<file path="src/rtl/seq_frame_pkg.sv">
// Shared types and constants for the 1010-sync serial frame transmitter.
package seq_frame_pkg;

   typedef enum logic [2:0] {
      ST_IDLE = 3'd0,
      ST_SYNC = 3'd1,
      ST_DATA = 3'd2,
      ST_PAR  = 3'd3,
      ST_GAP  = 3'd4
   } state_e;

   localparam logic [3:0] SYNC_PATTERN = 4'b1010;
   localparam int         SYNC_LEN     = 4;

   function automatic int max3(input int a, input int b, input int c);
      int m;
      m = (a > b) ? a : b;
      return (m > c) ? m : c;
   endfunction

endpackage

</file>
<file path="src/rtl/seq_piso.sv">
// Parallel-load, MSB-first shift register with load and shift enables.
module seq_piso #(
   parameter int W = 8
) (
   input  logic         clk,
   input  logic         rst_n,
   input  logic         load,
   input  logic         shift,
   input  logic [W-1:0] pdin,
   output logic         msb
);

   logic [W-1:0] sreg_q, sreg_d;

   always_comb begin
      sreg_d = sreg_q;
      if (load)       sreg_d = pdin;
      else if (shift) sreg_d = sreg_q << 1;
   end

   always_ff @(posedge clk or negedge rst_n) begin
      if (!rst_n) sreg_q <= '0;
      else        sreg_q <= sreg_d;
   end

   assign msb = sreg_q[W-1];

endmodule

</file>
<file path="src/rtl/seq_frame_tx.sv">
// Serial frame transmitter: sync 1010, payload MSB-first, optional parity, gap.
// Define SEQ_FRAME_TX_PARITY_EN to append an even-parity bit after the payload.
module seq_frame_tx
   import seq_frame_pkg::*;
#(
   parameter int DATA_W   = 8,
   parameter int GAP_BITS = 2
) (
   input  logic              clk,
   input  logic              rst_n,
   input  logic              din_valid,
   input  logic [DATA_W-1:0] din,
   output logic              din_ready,
   output logic              dout,
   output logic              dout_en,
   output logic              busy,
   output logic              frame_done
);

   localparam int CNT_W = $clog2(max3(DATA_W, GAP_BITS, SYNC_LEN)) + 1;
   localparam logic [CNT_W-1:0] CNT_ONE = CNT_W'(1);

   state_e           state_q, state_d;
   logic [CNT_W-1:0] cnt_q, cnt_d;
   logic             dout_q, dout_d;
   logic             dout_en_q, dout_en_d;
   logic             busy_q, busy_d;
   logic             done_q, done_d;
   logic             rdy_q, rdy_d;
   logic             load, shift, msb;
   logic [1:0]       sync_idx;

`ifdef SEQ_FRAME_TX_PARITY_EN
   logic par_q, par_d;
`endif

   seq_piso #(.W(DATA_W)) u_piso (
      .clk   (clk),
      .rst_n (rst_n),
      .load  (load),
      .shift (shift),
      .pdin  (din),
      .msb   (msb)
   );

   assign sync_idx = cnt_q[1:0] - 2'd1;

   // Outputs are computed for the state being entered, so they come out registered.
   always_comb begin
      state_d   = state_q;
      cnt_d     = cnt_q;
      dout_d    = 1'b0;
      dout_en_d = 1'b0;
      done_d    = 1'b0;
      rdy_d     = 1'b0;
      load      = 1'b0;
      shift     = 1'b0;
`ifdef SEQ_FRAME_TX_PARITY_EN
      par_d     = par_q;
`endif
      unique case (state_q)
         ST_IDLE: begin
            if (din_valid && rdy_q) begin
               state_d   = ST_SYNC;
               cnt_d     = CNT_W'(SYNC_LEN - 1);
               load      = 1'b1;
               dout_d    = SYNC_PATTERN[SYNC_LEN-1];
               dout_en_d = 1'b1;
`ifdef SEQ_FRAME_TX_PARITY_EN
               par_d     = ^din;
`endif
            end else begin
               rdy_d = 1'b1;
            end
         end
         ST_SYNC: begin
            dout_en_d = 1'b1;
            if (cnt_q != '0) begin
               cnt_d  = cnt_q - CNT_ONE;
               dout_d = SYNC_PATTERN[sync_idx];
            end else begin
               state_d = ST_DATA;
               cnt_d   = CNT_W'(DATA_W - 1);
               dout_d  = msb;
               shift   = 1'b1;
            end
         end
         ST_DATA: begin
            if (cnt_q != '0) begin
               cnt_d     = cnt_q - CNT_ONE;
               dout_d    = msb;
               shift     = 1'b1;
               dout_en_d = 1'b1;
            end else begin
`ifdef SEQ_FRAME_TX_PARITY_EN
               state_d   = ST_PAR;
               dout_d    = par_q;
               dout_en_d = 1'b1;
`else
               state_d = ST_GAP;
               cnt_d   = CNT_W'(GAP_BITS - 1);
               done_d  = (GAP_BITS == 1);
`endif
            end
         end
`ifdef SEQ_FRAME_TX_PARITY_EN
         ST_PAR: begin
            state_d = ST_GAP;
            cnt_d   = CNT_W'(GAP_BITS - 1);
            done_d  = (GAP_BITS == 1);
         end
`endif
         ST_GAP: begin
            if (cnt_q != '0) begin
               cnt_d  = cnt_q - CNT_ONE;
               done_d = (cnt_q == CNT_ONE);
            end else begin
               state_d = ST_IDLE;
               rdy_d   = 1'b1;
            end
         end
         default: state_d = ST_IDLE;
      endcase
      busy_d = (state_d != ST_IDLE);
   end

   always_ff @(posedge clk or negedge rst_n) begin
      if (!rst_n) begin
         state_q   <= ST_IDLE;
         cnt_q     <= '0;
         dout_q    <= 1'b0;
         dout_en_q <= 1'b0;
         busy_q    <= 1'b0;
         done_q    <= 1'b0;
         rdy_q     <= 1'b0;
      end else begin
         state_q   <= state_d;
         cnt_q     <= cnt_d;
         dout_q    <= dout_d;
         dout_en_q <= dout_en_d;
         busy_q    <= busy_d;
         done_q    <= done_d;
         rdy_q     <= rdy_d;
      end
   end

`ifdef SEQ_FRAME_TX_PARITY_EN
   always_ff @(posedge clk or negedge rst_n) begin
      if (!rst_n) par_q <= 1'b0;
      else        par_q <= par_d;
   end
`endif

   assign dout       = dout_q;
   assign dout_en    = dout_en_q;
   assign busy       = busy_q;
   assign frame_done = done_q;
   assign din_ready  = rdy_q;

endmodule

</file>
<file path="config.mk">
export PLATFORM = sky130hd
export DESIGN_NAME = seq_frame_tx
export DESIGN_NICKNAME = d
export VERILOG_FILES = /design/src/rtl/seq_frame_pkg.sv /design/src/rtl/seq_piso.sv /design/src/rtl/seq_frame_tx.sv
export SDC_FILE = /design/constraint.sdc
export NUM_CORES = 1
export LEC_CHECK = 0
export CAP_MARGIN = 20
export CORE_MARGIN = 5
export CORE_UTILIZATION = 55
export CTS_CLUSTER_SIZE = 8
export DETAILED_ROUTE_END_ITERATION = 8
export PLACE_DENSITY = 0.8
export SLEW_MARGIN = 5
export SYNTH_ARGS = -nofsm -noshare
export SYNTH_HDL_FRONTEND = slang
export SYNTH_SLANG_ARGS = --single-unit
</file>
<file path="constraint.sdc">
create_clock -name clk -period 4.7 [get_ports clk]
set_clock_uncertainty 0.15 [all_clocks]
set_input_delay 1.41 -clock clk [delete_from_list [all_inputs] [get_ports clk]]
set_output_delay 1.41 -clock clk [all_outputs]
set_load 0.01 [all_outputs]
</file>
* Word-level counts from Yosys, hierarchy flattened *
Index checks and enable logic that the tools add are counted.

word-level totals
  word-level logic and storage cells = 51
  bits in registers = 20
  bits of input ports = 11
  output and inout port bits = 5

operators by class
  equality and inequality tests = 6
  reductions and logical operators = 7
  $add $sub $neg = 2
  muxes and demuxes = 27
  order comparisons = 1

operators by type and width
  kind                                                                   number
  4-bit two-way mux                                                      4
  8-bit two-way mux                                                      2
  4-bit one-hot mux with 4 select lines                                  1
  3-bit two-way mux                                                      4
  3-bit one-hot mux with 4 select lines                                  1
  1-bit two-way mux                                                      10
  4-bit nonzero test                                                     2
  1-bit one-hot mux with 3 select lines                                  2
  4-bit by 1-bit == test with 1-bit output (second input constant)       1
  2-bit inequality test (second input constant)                          2
  1-bit one-hot mux with 2 select lines                                  2
  4-bit by 1-bit subtractor with 4-bit output (second input constant)    1
  3-bit by 1-bit == test with 1-bit output (second input constant)       1
  3-bit by 2-bit == test with 1-bit output (second input constant)       1
  3-bit == test (second input constant)                                  1
  3-bit logical NOT                                                      1
  2-bit by 3-bit < comparator with 1-bit output (second input constant)  1
  3-bit AND reduction                                                    1
  3-bit nonzero test                                                     1
  1-bit binary-select mux with 2-bit select                              1
  2-bit nonzero test                                                     1
  2-bit by 1-bit subtractor with 2-bit output (second input constant)    1
  1-bit logical AND                                                      1

* Depth between registers and ports, before layout *
Gate-level depths: netlist (run 1).

  depth in word-level cells = 5
  gate-level depth with buffers = 8
  depth with buffers taken out = 7

* Cells and area by module *
A second synthesis (run 1) with hierarchy kept.

second synthesis, totals
  cells, all modules = 100
  area, all modules = 1016.0 sq um

by module, submodules not included
  module        area each (sq um)  times used  cells each
  seq_frame_tx  646.9              1           66
  seq_piso      369.1              1           34

* Worst setup path before layout (run 1) *
Ideal clock, no wire load.

  path kind = input -> register
  start point = in din_valid
  end point = reg cnt_q[2]
  required time = 4421 ps
  setup slack = 2129 ps
  arrival time = 2292 ps
  buffers on the path = 1
  setup time = 129 ps
  stages on the path = 5
  cells stage by stage = nand3b_1 > or3_1 > clkbuf_1 > a32oi_1 > o22ai_1

between the ends
  cells in the longest elaborated chain, start to end = 3

ends and longest elaborated chain
  item                                    RTL line             RTL
  from (decl)                             seq_frame_tx.sv:11   input logic din_valid,
  1-bit logical AND                       seq_frame_tx.sv:63   if (din_valid && rdy_q) begin
  2-bit inequality test (no source line)  --
  3-bit AND reduction (no source line)    --
  to (signal assigned)                    seq_frame_tx.sv:138  cnt_q <= cnt_d;
  to (decl)                               seq_frame_tx.sv:24   logic [CNT_W-1:0] cnt_q, cnt_d;

No other way between the ends.
A chain may end at the register's enable or synchronous reset.

* Worst setup path in the final report (run 1) *
  start point = in din_valid
  end point = reg cnt_q[3]

Same word-level chain as after synthesis.

==> results.md, run 1 <==
- Status: completed
- Max incr delay on CP: 580 ps
- DP HPWL: 1283 um
- Row Count: 15
- Fin Setup TNS: 0 ps
- Area grow syn2layout: 18.01%
- IO Port Bufs: 15
- Wirelength per Cell: 13.91 um
- Peak VDD IR: 367.0 uV
- Setup crit end: cnt_q[3]$_DFFE_PN0P_
- Mean Syn Cell Area: 9.836 um^2
- Cts hold-fix bufs: 0
- Residual DRC: 0
- Die height: 52.50 um
- Die width: 52.50 um
- Hold WC Path Type: reg2reg
- Nets@finish: 128
- Largest net degree at the start of global routing: 22
- Worst-skew pair later-pin latency: 290 ps
- Reg2reg start: cnt_q[0]$_DFFE_PN0P_
- Worst-margin pin slew: 864.7 ps
- Global route total overflow: 0
- Sequential area share after synthesis: 50.38%
- Most frequently used flop master after synthesis: dfrtp_1
- I/O Pins: 16
- Slew HR: 42.17%
- Diode count: 0
- CTS tree: yes
- Critical Path AT: 3020 ps
- Global-route wire length before repair: 3180 um
- Worst Setup SP: din_valid
- Startpoint Class: input pin
- Postcts setup bufs: 0
- Via/cell ratio: 5.647
- Post-synth net total: 114
- Max Cap Viol: 0
- PostCTS Resize Cnt: 0
- Initial DRT Pass Iterations: 4
- Maximum root-to-sink buffer count: 2
- Initial antenna violation count: 0
- R2R setup slack: 2390 ps
- Setup slack at placement: 1381 ps
- Die area: 0.002756 mm^2
- Crit-path cells: clkdlybuf4s50_1 -> nand3b_1 -> or3_1 -> and3_1 -> inv_1 -> o21ai_0
- Setup ws final: 1711 ps
- Cells after Synth: 101
- TritonCTS Buffers: 3
- Share of cells above drive strength 1: 5.263%
- Total number of vias: 785
- CP Capture Type: flip-flop
- Pwr Density: 646.0 mW/mm^2
- LEAKAGE: 0.4954 nW
- CTS H-tree lvls: 1
- Worst setup path class: in2reg
- Netlist cell types: 29
- Total GRT Usage: 15.94%
- Number of synthesized flops with an enable pin: 0
- Critical path's slowest cell: or3_1
- CORE AREA: 0.001727 mm^2
- Tmin final: 2989 ps
- Starting DRT DRC Count: 16
- GP Congestion: 0.8268
- Flops & latches, synth: 20
- Vias in the first global route: 710
- Clk pin slew, worst setup/hold paths: 110 ps
- Antenna-violating nets left: 0
- Clock sink count: 20
- Ys async rst share: 100.0%
- CTS root buffer: clkbuf_4
- Max Slew Vio Count: 0
- Final setup violation count: 0
- RSZ-0062 raised after global routing: no
- Worst path required time: 4730 ps
- Logic depth of the worst register-to-register path: 6
- Critical Path Fanout Max: 21
- Critical R2R Capture: u_piso.sreg_q[7]$_DFFE_PN0P_
- Starting Density: 57.54%
- Achievable Freq: 0.3346 GHz
- Post-Route WL: 1933 um
- Yosys warns: 0
- Final Hold Viols: 0
- Syn Std Cell Area: 993.5 um^2
- Period utilization: 63.60%
[worst max-delay path, delay by kind of cell]
kind	cells	cell delay [ps]
buffers and inverters	2	540
AND/OR/NAND/NOR	3	1000
AO/OA/AOI/OAI	1	70
[how the worst min path moves through the flow]
stage                          from                   end  depth (start not counted)
2_1_floorplan  cnt_q[2]$_DFFE_PN0P_  frame_done$_DFF_PN0_                          1
3_3_place_gp   cnt_q[2]$_DFFE_PN0P_  frame_done$_DFF_PN0_                          1
3_5_place_dp   cnt_q[2]$_DFFE_PN0P_  frame_done$_DFF_PN0_                          1
4_1_cts        cnt_q[2]$_DFFE_PN0P_  frame_done$_DFF_PN0_                          1
5_1_grt        cnt_q[2]$_DFFE_PN0P_  frame_done$_DFF_PN0_                          1
6_report       cnt_q[2]$_DFFE_PN0P_  frame_done$_DFF_PN0_                          1
[registers in the layout (all words and copies together), names as in the netlist]
| signal | flops |
|---|---|
| busy | 1 |
| dout_en | 1 |
| u_piso.sreg_q | 8 |
| cnt_q | 4 |
| din_ready | 1 |
| state_q | 3 |
| frame_done | 1 |
| dout | 1 |
[synthesized netlist by cell type (2+ instances only)]
library cell / instances / area, um^2
or3_1: 3 / 18.77
mux2i_1: 7 / 70.07
o21ai_0: 5 / 25.02
buf_6: 2 / 22.52
nand3_1: 4 / 20.02
ha_1: 2 / 25.02
and3_1: 2 / 12.51
nor3b_1: 3 / 22.52
nor3_1: 2 / 10.01
nor2_1: 8 / 30.03
a21oi_1: 12 / 60.06
o22ai_1: 2 / 12.51
clkbuf_1: 3 / 11.26
inv_1: 8 / 30.03
nand2_1: 5 / 18.77
dfrtp_1: 20 / 500.5
[layer usage]
layer	GRT usage (%)	vias to the layer above	wire length, um
li1	-	383	-
met1	21.42	369	889
met2	24.38	31	930
met3	3.419	2	105
met4	7.234	0	8
met5	0	-	0
[logic make-up after synthesis]
kind of cell	count (synthesis)	share of synthesized area [%]
AOI/OAI and AO/OA	23	12.97
xor gates and xnor gates	1	0.8818
adders and majority gates	2	2.518
buffers and inverters	14	6.926
DFF	20	50.38
muxes	8	8.564
and+or+nand+nor	33	17.76
[cells in the final DEF, fill, tap and decap left out, drive strengths merged]
cell           count
mux2i              7
o2111ai            1
nand2              5
and3               2
clkdlybuf4s50     15
nand3b             1
dfrtp             20
mux2               1
nand4              1
clkbuf             4
inv                8
nor3b              3
nor2               8
o211ai             1
nor3               2
nand3              4
ha                 2
or3                3
a32oi              1
or3b               2
a21oi             12
nor4               1
o22ai              2
a31oi              1
and2               1
o21ai              5
xnor2              1
[report_power, final]
part / total, mW / leakage (nW) / internal (mW) / switching [mW]
logic: 0.349 / 0.233 / 0.163 / 0.186
registers: 0.309 / 0.241 / 0.249 / 0.0604
clock network: 0.0995 / 0.0210 / 0.0472 / 0.0524
total: 0.757 / 0.495 / 0.458 / 0.299
[cell type report]
| type | instances | area (um^2) |
|---|---|---|
| multi-input combinational | 67 | 424.2 |
| tap | 25 | 31.28 |
| timing repair buffer | 15 | 150.1 |
| clock buffer | 4 | 36.28 |
| inverter | 8 | 30.03 |
| sequential | 20 | 500.5 |
| fill | 138 | 554.3 |
[stage by stage]
| step | util, % | hold slack (ps) | total power [mW] | area, um^2 | std cells |
|---|---|---|---|---|---|
| floorplan | - | 309.6 | 0.5669 | 993.5 | 101 |
| finish | 67.90 | 374.4 | 0.7573 | 1172 | 139 |
| global placement | 65.80 | 342.4 | 0.6378 | 1136 | 135 |
| detailed placement | 65.80 | 345.2 | 0.6513 | 1136 | 135 |
| CTS | 67.90 | 367.3 | 0.7553 | 1172 | 139 |
| global route | 67.90 | 396.7 | 0.8187 | 1172 | 139 |
No activity file was read; power rests on OpenSTA's default activity.
==> inputs of run 2 (changes only) <==
--- a/config.mk
+++ b/config.mk
@@ -7,10 +7,10 @@
 export LEC_CHECK = 0
 export CAP_MARGIN = 20
 export CORE_MARGIN = 5
-export CORE_UTILIZATION = 55
+export CORE_UTILIZATION = 51
 export CTS_CLUSTER_SIZE = 8
 export DETAILED_ROUTE_END_ITERATION = 8
-export PLACE_DENSITY = 0.8
+export PLACE_DENSITY = 0.75
 export SLEW_MARGIN = 5
 export SYNTH_ARGS = -nofsm -noshare
 export SYNTH_HDL_FRONTEND = slang
==> constraint.sdc (replaced) <==
create_clock -name clk -period 2.9 [get_ports clk]
set_clock_uncertainty 0.15 [all_clocks]
set_input_delay 0.87 -clock clk [delete_from_list [all_inputs] [get_ports clk]]
set_output_delay 0.87 -clock clk [all_outputs]
set_load 0.01 [all_outputs]
==> results.md, run 2 (synthesized netlist as in run 1, its figures left out) <==
- Max incr delay on CP: 520 ps
- Die width: 54.14 um
- Sw Pwr: 480.5 uW
- Tmin final: 2272 ps
- Vias in the first global route: 694
- Fillers: 149
- CTS tree: yes
- CP Capture Type: flip-flop
- Pwr Density: 1032 mW/mm^2
- Most frequent CP cell: inv_1
- Die height: 54.14 um
- Crit-path cells: inv_1 -> ha_1 -> or3b_1 -> a31oi_1 -> and3_1 -> inv_1 -> o21ai_0
- Worst setup path class: reg2reg
- WHS: 379.2 ps
- CTS root buffer: clkbuf_4
- Global-route wire length before repair: 3084 um
- Total GRT Usage: 15.03%
- Worst-margin pin slew: 506.7 ps
- Area grow syn2layout: 20.53%
- Diode count: 0
- Die area: 0.002931 mm^2
- CORE AREA: 0.001902 mm^2
- Footprint of the multi-input gates: 424.2 um^2
- Slew HR: 66.14%
- Top Registers: u_piso.sreg_q x8, cnt_q x4, state_q x3
- Reg area: 500.5 um^2
- TritonCTS Buffers: 3
- Internal power: 754.6 uW
- Critical path's slowest cell: or3b_1
- Total number of vias: 763
- IO Port Bufs: 15
- GP Congestion: 0.8055
- Largest net degree at the start of global routing: 21
- Share of cells above drive strength 1: 7.692%
- LEAKAGE: 0.5088 nW
- Startpoint Class: flip-flop
- Peak VDD IR: 509.0 uV
- Initial DRT Pass Iterations: 4
- Starting DRT DRC Count: 4
- PostCTS Resize Cnt: 0
- Largest register by flop count: u_piso.sreg_q
- CTS H-tree lvls: 1
- Switch share: 38.90%
- Most common cell after layout, fill and taps aside: dfrtp_1
- Global route total overflow: 0
- Final setup violation count: 0
- Final Hold Viols: 0
- RSZ-0062 raised after global routing: no
- Starting Density: 52.24%
- DP HPWL: 1410 um
- Combinational cell fraction of total power: 46.8%
- Initial antenna violation count: 0
- Worst path required time: 2970 ps
- I/O Pins: 16
- Period utilization: 78.34%
- Max FFs per register: 8
- Postcts setup bufs: 0
- Fin Setup TNS: 0 ps
- Post-Route WL: 1883 um
- Wirelength per Cell: 13.08 um
- Register share of total power: 40.3%
- Commonest cells after routing, fill and taps aside: 20 x dfrtp_1, 15 x clkdlybuf4s50_1, 12 x a21oi_1
- Cts hold-fix bufs: 0
- Worst-skew pair later-pin latency: 300 ps
- Max Cap Viol: 0
- Max Slew Vio Count: 0
- Maximum root-to-sink buffer count: 2
- Hold WC Path Type: reg2reg
- Critical Path Fanout Max: 9
- Via/cell ratio: 5.299
- Antenna-violating nets left: 0
- Critical Path AT: 2340 ps
- Clk pin slew, worst setup/hold paths: 110 ps
- Clock power share: 12.9%
- Row Count: 16
- Status: completed
- Clock sink count: 20
- Residual DRC: 0
- Nets@finish: 131
- Achievable Freq: 0.4402 GHz
[run 2: area by class of cell]
type	count	area share (%)
inverters	8	2.508
well taps	27	2.821
clock buffers	4	3.030
flip-flops and latches	20	41.80
repair buffers	18	14.42
multi-input cells	67	35.42
[run 2: power groups by stage]
stage / logic (mW) / registers, mW / clock network, mW
2_1_floorplan: 0.442 / 0.477 / 0
3_3_place_gp: 0.557 / 0.493 / 0
3_5_place_dp: 0.578 / 0.502 / 0
4_1_cts: 0.582 / 0.495 / 0.163
5_1_grt: 0.651 / 0.515 / 0.178
6_report: 0.578 / 0.498 / 0.160
[run 2: final timing paths]
path                                 startpoint                            to  slack [ps]  cells past startpoint
max                        cnt_q[0]$_DFFE_PN0P_          cnt_q[3]$_DFFE_PN0P_         630                      7
min                        cnt_q[2]$_DFFE_PN0P_          frame_done$_DFF_PN0_         380                      1
max reg2reg                cnt_q[0]$_DFFE_PN0P_          cnt_q[3]$_DFFE_PN0P_         630                      7
min reg2reg                cnt_q[2]$_DFFE_PN0P_          frame_done$_DFF_PN0_         380                      1
max in group asynchronous                 rst_n  u_piso.sreg_q[2]$_DFFE_PN0P_        1660                      2
min in group asynchronous                 rst_n          cnt_q[0]$_DFFE_PN0P_         730                      2
[run 2: through the flow]
| step | total power, mW | util (%) | instances | setup slack (ps) | area (um^2) |
|---|---|---|---|---|---|
| floorplan | 0.9188 | - | 101 | 824.2 | 993.5 |
| global placement | 1.051 | 61.05 | 140 | 497.6 | 1161 |
| detailed placement | 1.080 | 61.05 | 140 | 427.8 | 1161 |
| CTS | 1.241 | 62.96 | 144 | 633.3 | 1197 |
| global route | 1.344 | 62.96 | 144 | 488.6 | 1197 |
| finish | 1.235 | 62.96 | 144 | 628.1 | 1197 |
[run 2: per-layer routing]
| metal | GRT usage (%) | vias up | wire (um) |
|---|---|---|---|
| met5 | 0 | - | 0 |
| met4 | 9.544 | 0 | 33 |
| met3 | 3.878 | 4 | 83 |
| met2 | 21.71 | 18 | 875 |
| met1 | 19.79 | 357 | 890 |
| li1 | - | 384 | - |
[run 2: worst max-delay path: cells and delay by family, from the launching register on]
family | cells | cell delay (ps)
flops | 1 | 450
compound gates | 2 | 430
simple gates | 2 | 770
buf+inv | 2 | 160
fa+ha+maj | 1 | 230
==> inputs of run 3 (changes only) <==
--- a/config.mk
+++ b/config.mk
@@ -7,10 +7,10 @@
 export LEC_CHECK = 0
 export CAP_MARGIN = 20
 export CORE_MARGIN = 5
-export CORE_UTILIZATION = 51
+export CORE_UTILIZATION = 46
 export CTS_CLUSTER_SIZE = 8
 export DETAILED_ROUTE_END_ITERATION = 8
-export PLACE_DENSITY = 0.75
+export PLACE_DENSITY = 0.71
 export SLEW_MARGIN = 5
 export SYNTH_ARGS = -nofsm -noshare
 export SYNTH_HDL_FRONTEND = slang
==> constraint.sdc (replaced) <==
create_clock -name clk -period 2.05 [get_ports clk]
set_clock_uncertainty 0.15 [all_clocks]
set_input_delay 0.615 -clock clk [delete_from_list [all_inputs] [get_ports clk]]
set_output_delay 0.615 -clock clk [all_outputs]
set_load 0.01 [all_outputs]
==> results.md, run 3 (synthesized netlist as in run 1, its figures left out) <==
- Status: completed
- Total number of vias: 853
- Wirelength per Cell: 14.44 um
- Initial DRT Pass Iterations: 4
- TritonCTS Buffers: 3
- Critical Path Fanout Max: 9
- Clk pin slew, worst setup/hold paths: 110 ps
- Postcts setup bufs: 0
- Worst setup path class: reg2reg
- R2R setup slack: 30 ps
- Max FFs per register: 8
- Pwr Density: 1507 mW/mm^2
- CTS tree: yes
- Final Hold Viols: 0
- Slew HR: 58.42%
- LEAKAGE: 0.5496 nW
- Total GRT Usage: 14.43%
- Fin area: 0.001277 mm^2
- Achievable Freq: 0.4961 GHz
- Critical Path AT: 2050 ps
- Final setup violation count: 0
- Largest net degree at the start of global routing: 21
- CP Capture Type: flip-flop
- Global-route wire length before repair: 3650 um
- Nets@finish: 139
- I/O Pins: 16
- Tmin final: 2016 ps
- Clock sink count: 20
- Top Registers: u_piso.sreg_q x8, cnt_q x4, state_q x3
- Hold WC Path Type: reg2reg
- Total Power: 1.925 mW
- Via/cell ratio: 5.612
- Starting DRT DRC Count: 28
- GP Congestion: 0.8231
- Commonest cells after routing, fill and taps aside: 20 x dfrtp_1, 15 x clkdlybuf4s50_1, 12 x a21oi_1
- IO Port Bufs: 15
- Cts hold-fix bufs: 0
- Most common cell after layout, fill and taps aside: dfrtp_1
- Vias in the first global route: 852
- Reg2reg start: state_q[0]$_DFF_PN0_
- Max Cap Viol: 0
- CORE AREA: 0.002002 mm^2
- Area grow syn2layout: 28.59%
- Max Slew Vio Count: 0
- Antenna-violating nets left: 0
- Period utilization: 98.32%
- Worst Setup SP: state_q[0]$_DFF_PN0_
- Global route total overflow: 0
- Setup slack at placement: -120.1 ps
- CTS root buffer: clkbuf_4
- Peak VDD IR: 975.7 uV
- Initial antenna violation count: 0
- Starting Density: 49.63%
- DP HPWL: 1475 um
- Placed cell area: 0.001216 mm^2
- CTS H-tree lvls: 1
- Worst path required time: 2090 ps
- Worst-skew pair later-pin latency: 300 ps
- Fin Setup TNS: 0 ps
- Final core occ: 63.81%
- Logic depth of the worst register-to-register path: 4
- Largest register by flop count: u_piso.sreg_q
- Row Count: 16
- Share of cells above drive strength 1: 17.60%
- Startpoint Class: flip-flop
- Worst-margin pin slew: 622.4 ps
- Critical R2R Capture: u_piso.sreg_q[2]$_DFFE_PN0P_
- Die area: 0.003189 mm^2
- Setup ws final: 34.43 ps
- Diode count: 0
- Maximum root-to-sink buffer count: 2
- Residual DRC: 0
- Die width: 56.47 um
- Setup crit end: u_piso.sreg_q[2]$_DFFE_PN0P_
- Die height: 56.47 um
- Post-Route WL: 2195 um
[run 3: repair_timing]
action                     in CTS  in global routing
gates resized for setup         1                  4
setup endpoints to repair       2                 13
pin swaps                       0                  0
gates cloned                    0                  1
hold endpoints to repair        0                  0
[run 3: worst min path at each step]
stage,startpoint,endpoint,cells past startpoint
floorplan,rst_n,busy$_DFF_PN0_,0
global placement,cnt_q[2]$_DFFE_PN0P_,frame_done$_DFF_PN0_,1
detailed placement,cnt_q[2]$_DFFE_PN0P_,frame_done$_DFF_PN0_,1
CTS,u_piso.sreg_q[7]$_DFFE_PN0P_,dout$_DFF_PN0_,2
global route,cnt_q[0]$_DFFE_PN0P_,cnt_q[0]$_DFFE_PN0P_,2
finish,u_piso.sreg_q[7]$_DFFE_PN0P_,dout$_DFF_PN0_,2
[run 3: power breakdown]
| group | internal, mW | switching, mW | total, mW |
|---|---|---|---|
| combinational | 0.496 | 0.510 | 1.01 |
| clock | 0.108 | 0.119 | 0.227 |
| sequential | 0.570 | 0.122 | 0.692 |
[run 3: per-stage QoR]
stage | std cells | hold slack [ps]
after floorplan | 101 | 169.4
after global routing | 152 | 417.3
after detailed placement | 147 | 363.9
after global placement | 147 | 345.5
final | 152 | 384.9
after CTS | 151 | 389.2
[run 3: routing by layer]
metal | vias to the layer above | routed length, um | track usage, %
met2 | 39 | 1049 | 22.44
met4 | 0 | 29 | 8.136
met1 | 407 | 953 | 18.14
met5 | - | 0 | 0
li1 | 403 | - | -
met3 | 4 | 162 | 3.440
[run 3: final cells by class]
| cell class | instances | area [um^2] |
|---|---|---|
| clock buffers | 4 | 36.28 |
| fillers | 161 | 724.4 |
| inverters | 8 | 30.03 |
| multi-input cells | 68 | 451.7 |
| flip-flops and latches | 20 | 500.5 |
| well taps | 27 | 33.78 |
| repair buffers | 25 | 225.2 |
[run 3: critical path: stages, from the launching register on]
cell     delay (ps)
dfrtp_1         530
nor3b_1         570
mux2_2          370
mux2i_1         190
a21oi_1          80
